==> src/rtl/axi_default_slave_0.sv <==
// AXI4 default slave: completes unmapped writes and reads with DECERR.
// Optional error counters enabled by defining AXI_DEFAULT_SLAVE_ERR_CNT_EN.
module axi_default_slave_0 #(
    parameter int                      PARAM_WIDTH = 32,
    parameter logic [PARAM_WIDTH-1:0]  ID_WIDTH    = 4,
    parameter logic [PARAM_WIDTH-1:0]  DATA_WIDTH  = 32,
    parameter logic [1:0]              RESP_DECERR = 2'b11
) (
    input  logic                  aclk,
    input  logic                  aresetn,
    input  logic [ID_WIDTH-1:0]   awid,
    input  logic [7:0]            awlen,
    input  logic                  awvalid,
    output logic                  awready,
    input  logic                  wlast,
    input  logic                  wvalid,
    output logic                  wready,
    output logic [ID_WIDTH-1:0]   bid,
    output logic [1:0]            bresp,
    output logic                  bvalid,
    input  logic                  bready,
    input  logic [ID_WIDTH-1:0]   arid,
    input  logic [7:0]            arlen,
    input  logic                  arvalid,
    output logic                  arready,
    output logic [ID_WIDTH-1:0]   rid,
    output logic [DATA_WIDTH-1:0] rdata,
    output logic [1:0]            rresp,
    output logic                  rlast,
    output logic                  rvalid,
`ifdef AXI_DEFAULT_SLAVE_ERR_CNT_EN
    input  logic                  rready,
    input  logic                  err_cnt_clr,
    output logic [15:0]           err_wr_cnt,
    output logic [15:0]           err_rd_cnt
`else
    input  logic                  rready
`endif
);

    typedef enum logic [1:0] {W_IDLE, W_DATA, W_RESP} wstate_t;
    typedef enum logic       {R_IDLE, R_DATA} rstate_t;

    wstate_t              r_wstate;
    wstate_t              w_wnext;
    rstate_t              r_rstate;
    rstate_t              w_rnext;

    logic                 r_awready;
    logic                 r_wready;
    logic                 r_bvalid;
    logic [ID_WIDTH-1:0]  r_bid;
    logic                 r_arready;
    logic                 r_rvalid;
    logic                 r_rlast;
    logic [ID_WIDTH-1:0]  r_rid;
    logic [7:0]           r_cnt;

    logic                 w_aw_hs;
    logic                 w_w_hs;
    logic                 w_b_hs;
    logic                 w_ar_hs;
    logic                 w_r_hs;
    logic                 w_unused_awlen;

    // Writes finish on wlast, so the burst length carries no information here.
    assign w_unused_awlen = ^awlen;

    assign w_aw_hs = awvalid & r_awready;
    assign w_w_hs  = wvalid & r_wready & wlast;
    assign w_b_hs  = r_bvalid & bready;
    assign w_ar_hs = arvalid & r_arready;
    assign w_r_hs  = r_rvalid & rready;

    always_ff @(posedge aclk) begin
        if (!aresetn) begin
            r_wstate <= W_IDLE;
        end else begin
            r_wstate <= w_wnext;
        end
    end

    always_comb begin
        w_wnext = r_wstate;
        unique case (r_wstate)
            W_IDLE:  if (w_aw_hs) w_wnext = W_DATA;
            W_DATA:  if (w_w_hs)  w_wnext = W_RESP;
            W_RESP:  if (w_b_hs)  w_wnext = W_IDLE;
            default: w_wnext = W_IDLE;
        endcase
    end

    // Handshake outputs are registered copies of the next-state decode.
    always_ff @(posedge aclk) begin
        if (!aresetn) begin
            r_awready <= 1'b0;
            r_wready  <= 1'b0;
            r_bvalid  <= 1'b0;
            r_bid     <= '0;
        end else begin
            r_awready <= (w_wnext == W_IDLE);
            r_wready  <= (w_wnext == W_DATA);
            r_bvalid  <= (w_wnext == W_RESP);
            if (w_aw_hs) r_bid <= awid;
        end
    end

    always_ff @(posedge aclk) begin
        if (!aresetn) begin
            r_rstate <= R_IDLE;
        end else begin
            r_rstate <= w_rnext;
        end
    end

    always_comb begin
        w_rnext = r_rstate;
        unique case (r_rstate)
            R_IDLE:  if (w_ar_hs)           w_rnext = R_DATA;
            R_DATA:  if (w_r_hs && r_rlast) w_rnext = R_IDLE;
            default: w_rnext = R_IDLE;
        endcase
    end

    always_ff @(posedge aclk) begin
        if (!aresetn) begin
            r_arready <= 1'b0;
            r_rvalid  <= 1'b0;
            r_rlast   <= 1'b0;
            r_rid     <= '0;
            r_cnt     <= 8'd0;
        end else begin
            r_arready <= (w_rnext == R_IDLE);
            r_rvalid  <= (w_rnext == R_DATA);
            if (w_ar_hs) begin
                r_rid   <= arid;
                r_cnt   <= arlen;
                r_rlast <= (arlen == 8'd0);
            end else if (w_r_hs) begin
                // The last beat leaves with the counter at zero: no wrap.
                if (r_rlast) begin
                    r_rlast <= 1'b0;
                end else begin
                    r_cnt   <= r_cnt - 8'd1;
                    r_rlast <= (r_cnt == 8'd1);
                end
            end
        end
    end

    assign awready = r_awready;
    assign wready  = r_wready;
    assign bvalid  = r_bvalid;
    assign bid     = r_bid;
    assign bresp   = RESP_DECERR;
    assign arready = r_arready;
    assign rvalid  = r_rvalid;
    assign rlast   = r_rlast;
    assign rid     = r_rid;
    assign rdata   = '0;
    assign rresp   = RESP_DECERR;

`ifdef AXI_DEFAULT_SLAVE_ERR_CNT_EN
    logic [15:0] r_err_wr_cnt;
    logic [15:0] r_err_rd_cnt;

    always_ff @(posedge aclk) begin
        if (!aresetn || err_cnt_clr) begin
            r_err_wr_cnt <= 16'd0;
            r_err_rd_cnt <= 16'd0;
        end else begin
            if (w_b_hs && r_err_wr_cnt != 16'hFFFF)
                r_err_wr_cnt <= r_err_wr_cnt + 16'd1;
            if (w_r_hs && r_rlast && r_err_rd_cnt != 16'hFFFF)
                r_err_rd_cnt <= r_err_rd_cnt + 16'd1;
        end
    end

    assign err_wr_cnt = r_err_wr_cnt;
    assign err_rd_cnt = r_err_rd_cnt;
`endif

endmodule

==> config.mk <==
export PLATFORM = sky130hd
export DESIGN_NAME = axi_default_slave_0
export DESIGN_NICKNAME = d
export VERILOG_FILES = /design/src/rtl/axi_default_slave_0.sv
export SDC_FILE = /design/constraint.sdc
export NUM_CORES = 1
export LEC_CHECK = 0
export CAP_MARGIN = 30
export CORE_ASPECT_RATIO = 1.75
export CORE_MARGIN = 4
export CORE_UTILIZATION = 38
export CTS_BUF_LIST = sky130_fd_sc_hd__clkbuf_4
export CTS_CLUSTER_DIAMETER = 40
export DETAILED_ROUTE_END_ITERATION = 6
export PLACE_DENSITY_LB_ADDON = 0.05
export SYNTH_ARGS = -nofsm -noshare
export SYNTH_HDL_FRONTEND = slang
export SYNTH_SLANG_ARGS = --single-unit
==> constraint.sdc <==
create_clock -name aclk -period 1.67 [get_ports aclk]
set_clock_uncertainty 0.2 [all_clocks]
set_input_delay 0.334 -clock aclk [delete_from_list [all_inputs] [get_ports aclk]]
set_output_delay 0.334 -clock aclk [all_outputs]
set_load 0.01 [all_outputs]
# Yosys cells after proc, flatten, opt, wreduce, memory -nomap -nowiden
# Cells that the tools add are included.
totals:
  regBits: 24
  mem_bits_rw: 0
  in_bits: 32
  latchBits: 0
  mem_count: 0
  mem_bits_ro: 0
  output_inout_bits: 50
classes:
  bitwise: 8
  multipliers: 0
  mux: 13
  n_eq_ne: 6
  shift: 0
  magnitude_cmp: 0
  div: 0
  reduce_logical: 6
  n_addsub: 1
ops:
  columns: ["operator", "count"]
  rows:
  - ["8-bit 2-to-1 mux", 3]
  - ["8-bit by 1-bit == test with 1-bit output (second input constant)", 1]
  - ["8-bit zero test", 1]
  - ["8-bit by 1-bit subtractor with 8-bit output (second input constant)", 1]
  - ["1-bit bitwise AND", 6]
  - ["2-bit 2-to-1 mux", 3]
  - ["2-bit case mux with 3 select lines", 1]
  - ["1-bit 2-to-1 mux", 5]
  - ["2-bit by 1-bit == test with 1-bit output (second input constant)", 2]
  - ["2-bit == test (second input constant)", 2]
  - ["2-bit zero test", 2]
  - ["2-bit by 1-bit inequality test with 1-bit output (second input constant)", 1]
  - ["1-bit NOT", 2]
  - ["1-bit case mux with 2 select lines", 1]
  - ["2-bit AND reduction", 1]
  - ["2-bit nonzero test", 1]
  - ["1-bit logical AND", 1]

# Logic depth before layout (Yosys ltp)
# Gate-level depths: netlist of run 1.
depth:
  depth_word: 5
  ltp_mapped: 5

# Worst setup path after synthesis of run 1
# Ideal clock, no wire load.
synth_timing:
  path_kind: "register to register"
  startpoint: "reg r_cnt[0]"
  endpoint: "reg r_cnt[4]"
  arrival_ns: 1.253
  setup_time_ns: 0.074
  setup_slack_ns: 0.143
  synth_period_minus_slack_ns: 1.527
  path_stages_with_launch: 6
  cell_sequence: "dfxtp_1 -> inv_1 -> ha_1 -> nand4b_2 -> or4_1 -> a31oi_1"
synth_via:
  elab_chain_len: 4
synth_lines:
  columns: ["item", "line_no", "text"]
  rows:
  - ["start, declared", "57", "logic [7:0] r_cnt;"]
  - ["start signal, assigned", "137", "r_cnt <= arlen;"]
  - ["start signal, assigned", "144", "r_cnt <= r_cnt - 8'd1;"]
  - ["8-bit by 1-bit subtractor with 8-bit output", "144", null]
  - ["8-bit 2-to-1 mux", "141", "if (r_rlast) begin"]
  - ["8-bit 2-to-1 mux", "139", "end else if (w_r_hs) begin"]
  - ["8-bit 2-to-1 mux", "135", "if (w_ar_hs) begin"]
# No other way between the ends. The select of a mux whose other input is x is not followed.
# A chain may end at the register's enable or synchronous reset.

# Worst setup path in the final report of run 1
# Same ends and word-level chain as after synthesis.

==> flow_summary.yaml, run 1 <==
run_status:
  status: "finished, final reports clean"
layout:
  layout-drive-gt1-share_pct: 12.50
  nFillCells: 373
  area_growth_syn_to_layout_pct: 29.20
  multi_input_area_sq_um: 685.7
  nets: 244
  area.sequential_sq_um: 483.0
  antenna_cells: 0
  layout_commonest_cell: "conb_1"
  final_cell_mix: "conb_1, clkdlybuf4s50_1, dfxtp_1, nand2_1, dlygate4sd2_1"
detailed_routing:
  routed_wirelength_um: 3065
  via_per_inst: 4.632
  drc: 0
  routedWlPerCell_um: 12.11
  vias: 1172
  drtPass1Iterations: 4
  drt_iter0_markers: 25
  antenna_left: 0
yosys:
  yosysUniqueCellTypes: 32
  yosys_warnings: 0
  synth.area.top_cells: "dfxtp_1, buf_4, a21oi_1"
  syn_area_per_cell_sq_um: 8.229
  synth-main-ff-cell: "dfxtp_1"
  synth_edf_count: 0
  synth_area_sq_um: 1341
  yosysTopAreaCellShare_pct: 35.82
  ys_seq_area_share_pct: 35.82
  yosysTopAreaCell: "dfxtp_1"
  ys_seq_elements: 24
  synthArstFlopShare_pct: 0
  syn_inst: 163
grt:
  overflow: 0
  grt_pass1_wl_um: 4878
  grt_max_degree: 17
  antenna_found_initial: 0
  grt_pass1_vias: 1156
  grtUsageTotal_pct: 13.93
die:
  num_rows: 28
  initial_utilization_pct: 39.47
  core_sq_um: 3398
  chipHeight_um: 86.60
  fp.dieArea_sq_um: 4582
  die_x_um: 52.91
  ios: 82
placement:
  hpwlAfterDp_um: 2532
  pre_cts_slack_ns: -0.1904
  port_buffers: 37
  gp_congestion: 0.8499
worst_hold_path:
  hold_path_end: "rid[3]$_SDFFE_PN0P_"
  hp-class: "flip-flop to flip-flop"
  min-delay-start: "rid[3]$_SDFFE_PN0P_"
  hold_depth: 2
setup_path:
  rr_worst_depth: 5
  crit_path_end_kind: "flip-flop"
  arrival_ns: 1.63
  rrSetupSlack_ns: 0.07
  critPathRequiredTime_ns: 1.70
  worstSetupStartpointType: "flip-flop"
  critPathMaxFanout: 3
  r2r_start: "r_cnt[0]$_SDFFE_PN0P_"
  reg2reg_to: "r_cnt[4]$_SDFFE_PN0P_"
  path_class: "flip-flop to flip-flop"
clocking:
  hold_buffers: 0
  cts_max_level: 1
  postCtsSetupBuffers: 0
  clk_pin_slew_ns: 0.12
  clk_path_buf_depth: 2
  cts_root_buf: "clkbuf_4"
  cts_tree: "yes"
  cts_buffers: 3
  clock_sinks: 24
  cts_resized: 17
  clock_latency_ns: 0.30
sta:
  rsz0062_at_grt: "no"
  period_share_pct: 95.78
  slew_violations: 0
  worst_slack_ns: 0.07042
  hold_violations: 0
  fmax_mhz: 625.2
  finalSetupViolCount: 0
  finalCriticalPeriod_ns: 1.600
pwr:
  p_seq_share_pct: 53.3
  p_leak_nw: 0.7697
  p_switching_w: 0.0003567
  power.share.combinational_pct: 27.0
  internal-power_w: 0.0008586
  ir_drop_mv: 0.3747
  power_density_nw_per_um2: 701.3
  total_power_w: 0.001215
  pwr-share-clk_pct: 19.6
  switching_share_pct: 29.35
flow_run:
  maxCapViolCount: 0
[kinds of logic (layout without fill, tap and decap cells)]
group,Yosys count,after routing,synth area share (%)
xor+xnor,2,2,1.306
simple gates,48,48,19.22
fa+ha+maj,2,2,1.865
flops,24,24,35.82
mux,2,2,1.679
compound gates,35,35,15.58
buf+inv,48,59,23.97
other cells,2,36,0.5599
[cell usage after synthesis (2+ instances only)]
master	instances
a211oi_1	4
a21oi_1	13
a31o_2	2
a31oi_1	3
and2_1	2
and3_1	2
and4_1	2
buf_2	2
buf_4	37
clkbuf_1	3
conb_1	2
dfxtp_1	24
ha_1	2
inv_1	6
mux2_2	2
nand2_1	17
nand3_1	5
nand4_1	3
nor2_1	4
nor3_1	5
nor4_1	4
o21a_1	2
o21ai_0	8
[stage by stage]
stage	TNS [ns]	instance area, sq um	utilization (%)	instances	hold slack, ns
finish	0	1733	50.99	253	0.2568
global route	0	1733	50.99	253	0.2831
CTS	0	1717	50.52	253	0.2609
detailed placement	-1.104	1707	50.22	250	0.2455
global placement	-0.9763	1707	50.22	250	0.2441
floorplan	0	1469	-	197	0.2445
[critical path, cell delays in order (launching register included)]
cell and delay (ns):
dfxtp_1 0.33, inv_1 0.12, ha_4 0.18, nand4b_2 0.11, or4_1 0.42, a31oi_1 0.17
[routing by layer]
metal | GRT usage (%) | vias to the layer above | wire (um)
li1 | - | 588 | -
met1 | 13.38 | 536 | 1034
met2 | 26.58 | 42 | 1725
met3 | 2.754 | 6 | 237
met4 | 6.744 | 0 | 67
met5 | 0 | - | 0
[how the worst max path moves through the flow]
stage | from | end | slack, ns | cells after the start
floorplan | r_cnt[0]$_SDFFE_PN0P_ | r_cnt[4]$_SDFFE_PN0P_ | 0.14 | 5
global placement | rready | r_cnt[4]$_SDFFE_PN0P_ | -0.20 | 4
detailed placement | rready | r_cnt[6]$_SDFFE_PN0P_ | -0.19 | 5
CTS | r_cnt[1]$_SDFFE_PN0P_ | r_cnt[4]$_SDFFE_PN0P_ | 0.0009 | 5
global route | r_cnt[1]$_SDFFE_PN0P_ | r_cnt[4]$_SDFFE_PN0P_ | 0.02 | 5
finish | r_cnt[0]$_SDFFE_PN0P_ | r_cnt[4]$_SDFFE_PN0P_ | 0.07 | 5
[registers in the layout, summed over array words and instances, names as in the netlist]
signal,cells
rid,4
arready,1
bvalid,1
awready,1
r_cnt,8
wready,1
bid,4
rlast,1
r_wstate,2
rvalid,1
[power groups by stage]
stage,Clock [W],Combinational (W),Sequential (W)
after floorplan,0,0.000221,0.000664
after global placement,0,0.000325,0.000657
after detailed placement,0,0.000330,0.000658
after CTS,0.000256,0.000319,0.000645
after global routing,0.000281,0.000368,0.000656
final,0.000238,0.000328,0.000648
[layout make-up]
cell class / instances / area share, %
Multi-Input combinational cell: 125 / 39.57
Timing Repair Buffer: 50 / 26.71
Clock buffer: 3 / 1.300
Inverter: 6 / 1.300
Tap cell: 45 / 3.249
Sequential cell: 24 / 27.87
(Power assumes the default switching activity.)
==> run 2, diff against run 1 <==
CORE_UTILIZATION = 30   (was 38)
==> run 2 against run 1 <==
Setup slack improved by 0.0031 ns. Register-to-register slack about the same. Largest power group unchanged. Highest routed layer unchanged. Combinational power about the same. Sequential share of layout area decreased by 0.38 points. Count of clock-buffer cells in the layout unchanged. Non-clock buffer count increased by 2. Critical path type unchanged. Power increased by 16%. Flip-flop and latch count unchanged. Final area increased by 2.2%.
==> flow_summary.yaml, run 2 (synthesized netlist as in run 1, its figures left out) <==
detailed_routing:
  drc: 0
  routed_wirelength_um: 3219
  via_per_inst: 4.485
  routedWlPerCell_um: 12.38
  drtPass1Iterations: 4
  antenna_left: 0
  drt_iter0_markers: 13
  vias: 1166
setup_path:
  worstSetupStartpointType: "flip-flop"
  arrival_ns: 1.64
  path_class: "flip-flop to flip-flop"
  critPathMaxFanout: 7
  critPathRequiredTime_ns: 1.72
  crit_path_end_kind: "flip-flop"
grt:
  grt_pass1_wl_um: 4995
  overflow: 0
  grt_max_degree: 15
  antenna_found_initial: 0
  grtUsageTotal_pct: 11.22
  grt_pass1_vias: 1152
flow_run:
  maxCapViolCount: 0
placement:
  pre_cts_slack_ns: -0.2090
  port_buffers: 37
  hpwlAfterDp_um: 2699
  gp_congestion: 0.7755
pwr:
  p_leak_nw: 0.7912
  power_density_nw_per_um2: 794.0
  ir_drop_mv: 0.3727
layout:
  layout-drive-gt1-share_pct: 13.27
  final_cell_mix: "conb_1, clkdlybuf4s50_1, dfxtp_1, nand2_1"
  largest_register: "r_cnt"
  layout_commonest_cell: "conb_1"
  area_growth_syn_to_layout_pct: 32.00
  nets: 246
  antenna_cells: 0
  utilization_pct: 41.88
  largest_reg_flops: 8
die:
  num_rows: 31
  ios: 82
  core_sq_um: 4228
  fp.dieArea_sq_um: 5647
  chipHeight_um: 96.46
  die_x_um: 58.55
  initial_utilization_pct: 31.73
worst_hold_path:
  hp-class: "flip-flop to flip-flop"
clocking:
  hold_buffers: 0
  cts_max_level: 1
  clock_sinks: 24
  clk_path_buf_depth: 2
  cts_tree: "yes"
  cts_root_buf: "clkbuf_4"
  clk_pin_slew_ns: 0.14
  clock_latency_ns: 0.32
  cts_buffers: 3
sta:
  worst_slack_ns: 0.07354
  slew_violations: 0
  finalCriticalPeriod_ns: 1.596
  max_slew_margin_pct: 60.74
  finalSetupViolCount: 0
  worst_pin_slew_ns: 0.5835
  fmax_mhz: 626.4
  rsz0062_at_grt: "no"
  period_share_pct: 95.60
  hold_violations: 0
run_status:
  status: "finished, final reports clean"
run 2: critical path: stages, from the launching register on:
cell,delay (ns)
dfxtp_1,0.40
nor4_1,0.53
nand4_1,0.15
a211oi_1,0.24
run 2: layout make-up:
type | count | area, sq um
well taps | 49 | 61.31
repair buffers | 52 | 478.0
clock buffers | 3 | 22.52
flip-flops and latches | 24 | 486.7
inverters | 6 | 22.52
fillers | 456 | 2457
multi-input cells | 125 | 669.4
clock inverters | 1 | 30.03
run 2: timing repair:
item,in CTS,in global routing
setup buffers,0,1
pin swaps,0,0
endpoints found under the setup margin,14,1
resized for setup,17,2
run 2: per-layer routing:
| layer | vias to the layer above | wire, um | global-route usage, % |
|---|---|---|---|
| li1 | 590 | - | - |
| met1 | 533 | 1128 | 10.70 |
| met2 | 38 | 1827 | 22.67 |
| met5 | - | 0 | 0 |
| met3 | 5 | 216 | 2.128 |
| met4 | 0 | 46 | 4.062 |
run 2: path summary, 6_finish.rpt:
kind	startpoint	to	slack, ns	depth (start not counted)
setup / recovery	r_cnt[3]$_SDFFE_PN0P_	rlast$_SDFFE_PN0P_	0.07	3
hold / removal	bid[0]$_SDFFE_PN0P_	bid[0]$_SDFFE_PN0P_	0.26	2
setup reg to reg	r_cnt[3]$_SDFFE_PN0P_	rlast$_SDFFE_PN0P_	0.07	3
hold reg to reg	bid[0]$_SDFFE_PN0P_	bid[0]$_SDFFE_PN0P_	0.26	2
run 2: power breakdown:
part / switching (W) / internal (W)
clock network: 0.000191 / 0.000243
registers: 0.0000319 / 0.000614
logic: 0.000166 / 0.000160
total: 0.000389 / 0.00102
run 2: metrics by stage:
stage	TNS [ns]	hold WS (ns)	power, W	cell area (sq um)	std cells
floorplan	0	0.2445	0.0008854	1469	197
global placement	-1.014	0.2443	0.0009897	1719	255
detailed placement	-1.114	0.2492	0.0009944	1719	255
CTS	0	0.2654	0.001416	1759	259
global route	0	0.2885	0.001478	1770	260
finish	0	0.2625	0.001406	1770	260
==> run 3, diff against run 2 <==
GPL_TIMING_DRIVEN = 0   (was not set)
==> run 3 against run 2 <==
Critical path depth is 2 higher. Core utilization is 4.1 points higher. Non-clock buffer count is 27 higher. Power is 9.2% lower. Largest cell class unchanged. First-iteration DRC count is 15% higher. Fmax is 1.6% lower. Final area is 9.8% higher. Wire length is 1.1% higher. Setup slack worse by 0.027 ns. Count of clock-buffer cells in the layout stayed put. Global-route usage is 0.55 points higher.
==> flow_summary.yaml, run 3 (synthesized netlist as in run 1, its figures left out) <==
run_status:
  status: "finished, final reports clean"
clocking:
  clock_latency_ns: 0.31
  clock_sinks: 24
  clk_path_buf_depth: 2
  cts_max_level: 1
  cts_root_buf: "clkbuf_4"
  cts_buffers: 3
  cts_tree: "yes"
  clk_pin_slew_ns: 0.13
  postCtsSetupBuffers: 0
die:
  ios: 82
  core_sq_um: 4228
  die_x_um: 58.55
  chipHeight_um: 96.46
  initial_utilization_pct: 31.73
  num_rows: 31
  fp.dieArea_sq_um: 5647
pwr:
  p_leak_nw: 0.9239
  power_density_nw_per_um2: 656.6
  ir_drop_mv: 0.3775
  total_power_w: 0.001276
grt:
  gr-usage-met3_pct: 1.995
  grtUsageTotal_pct: 11.77
  antenna_found_initial: 0
  grt_pass1_wl_um: 5078
  busiest_layer: "met2"
  grt_max_degree: 14
  met1_usage_pct: 11.78
  grt_util_met2_pct: 22.67
  overflow: 0
  grt_pass1_vias: 1160
layout:
  area_growth_syn_to_layout_pct: 44.87
  largest_reg_flops: 8
  layout_commonest_cell: "buf_4"
  layout-drive-gt1-share_pct: 23.53
  finalInstanceArea_sq_um: 1943
  nets: 273
  antenna_cells: 0
  final_cell_mix: "buf_4, conb_1, clkdlybuf4s50_1, dfxtp_1, nand2_1"
  largest_register: "r_cnt"
sta:
  worst_slack_ns: 0.04677
  rsz0062_at_grt: "no"
  finalCriticalPeriod_ns: 1.623
  hold_ws_ns: 0.2612
  max_slew_margin_pct: 63.78
  period_share_pct: 97.20
  fmax_mhz: 616.1
  hold_violations: 0
  finalSetupViolCount: 0
  worst_pin_slew_ns: 0.5383
  slew_violations: 0
placement:
  placed_area_sq_um: 1901
  pre_cts_slack_ns: -0.2736
  gp_congestion: 0.7490
  port_buffers: 37
  hpwlAfterDp_um: 2704
detailed_routing:
  routedWlPerCell_um: 11.34
  vias: 1214
  drc: 0
  drtPass1Iterations: 4
  via_per_inst: 4.230
  antenna_left: 0
  routed_wirelength_um: 3255
  drt_iter0_markers: 15
setup_path:
  crit_chain: "clkdlybuf4s50_1 -> and4bb_1 -> buf_4 -> nand4_1 -> a211oi_1"
  critPathRequiredTime_ns: 1.70
  critPathMaxFanout: 9
  slowest_stage: "clkdlybuf4s50_1"
  worstSetupStartpointType: "primary input"
  path_class: "primary input to flip-flop"
  max_stage_delay_ns: 0.59
  critPathBufInv: 2
  crit_path_end_kind: "flip-flop"
  critPathTopFamily: "buffers and inverters"
  arrival_ns: 1.66
flow_run:
  maxCapViolCount: 0
worst_hold_path:
  hp-class: "flip-flop to flip-flop"
==> run 3: changes by cell type in the layout (fill, tap and decap cells not counted), sizes merged <==
cell / before / now
bufinv: 1 / 0
clkbuf: 3 / 6
buf: 15 / 39
clkinv: 0 / 1
==> run 3: final timing paths <==
kind | from | endpoint | slack, ns | cells past startpoint
max | rready | rlast$_SDFFE_PN0P_ | 0.05 | 5
min | rid[0]$_SDFFE_PN0P_ | rid[0]$_SDFFE_PN0P_ | 0.26 | 2
max reg2reg | r_cnt[3]$_SDFFE_PN0P_ | rlast$_SDFFE_PN0P_ | 0.08 | 3
min reg2reg | rid[0]$_SDFFE_PN0P_ | rid[0]$_SDFFE_PN0P_ | 0.26 | 2
==> run 3: cell type report <==
class / count / area [sq um]
well taps: 49 / 61.31
multi-input cells: 125 / 688.2
plain buffers: 42 / 300.3
clock buffers: 3 / 22.52
flip-flops and latches: 24 / 491.7
fillers: 459 / 2285
repair buffers: 37 / 352.8
clock inverters: 1 / 3.754
inverters: 6 / 22.52
==> run 3: per-layer routing <==
| layer | routed length, um | share of wire, % | vias to the layer above |
|---|---|---|---|
| li1 | - | - | 644 |
| met1 | 1184 | 36 | 519 |
| met2 | 1780 | 55 | 44 |
| met3 | 208 | 6.4 | 7 |
| met4 | 82 | 2.5 | 0 |
| met5 | 0 | 0 | - |
==> run 3: power by group <==
group          internal (W)  switching, W
clock network     0.0000875      0.000174
registers          0.000615     0.0000383
logic              0.000193      0.000169
==> run 3: through the flow <==
step / cells / util, % / TNS, ns
after floorplan: 197 / - / 0
after global placement: 283 / 44.95 / -3.269
after detailed placement: 283 / 44.95 / -3.289
after CTS: 287 / 45.63 / 0
after global routing: 287 / 45.96 / 0
final: 287 / 45.96 / 0
==> run 3: timing repair <==
item                                    CTS  global route
endpoints found under the setup margin   15             2
hold buffers                              0             0
hold endpoints to repair                  0             0
gates resized for setup                  23             5
pin swaps                                 0             1
==> run 3: worst reg2reg max path, cell delays in order, from the launching register on <==
cell and delay (ns):
dfxtp_1 0.39, nor4_1 0.49, nand4_1 0.17, a211oi_1 0.26
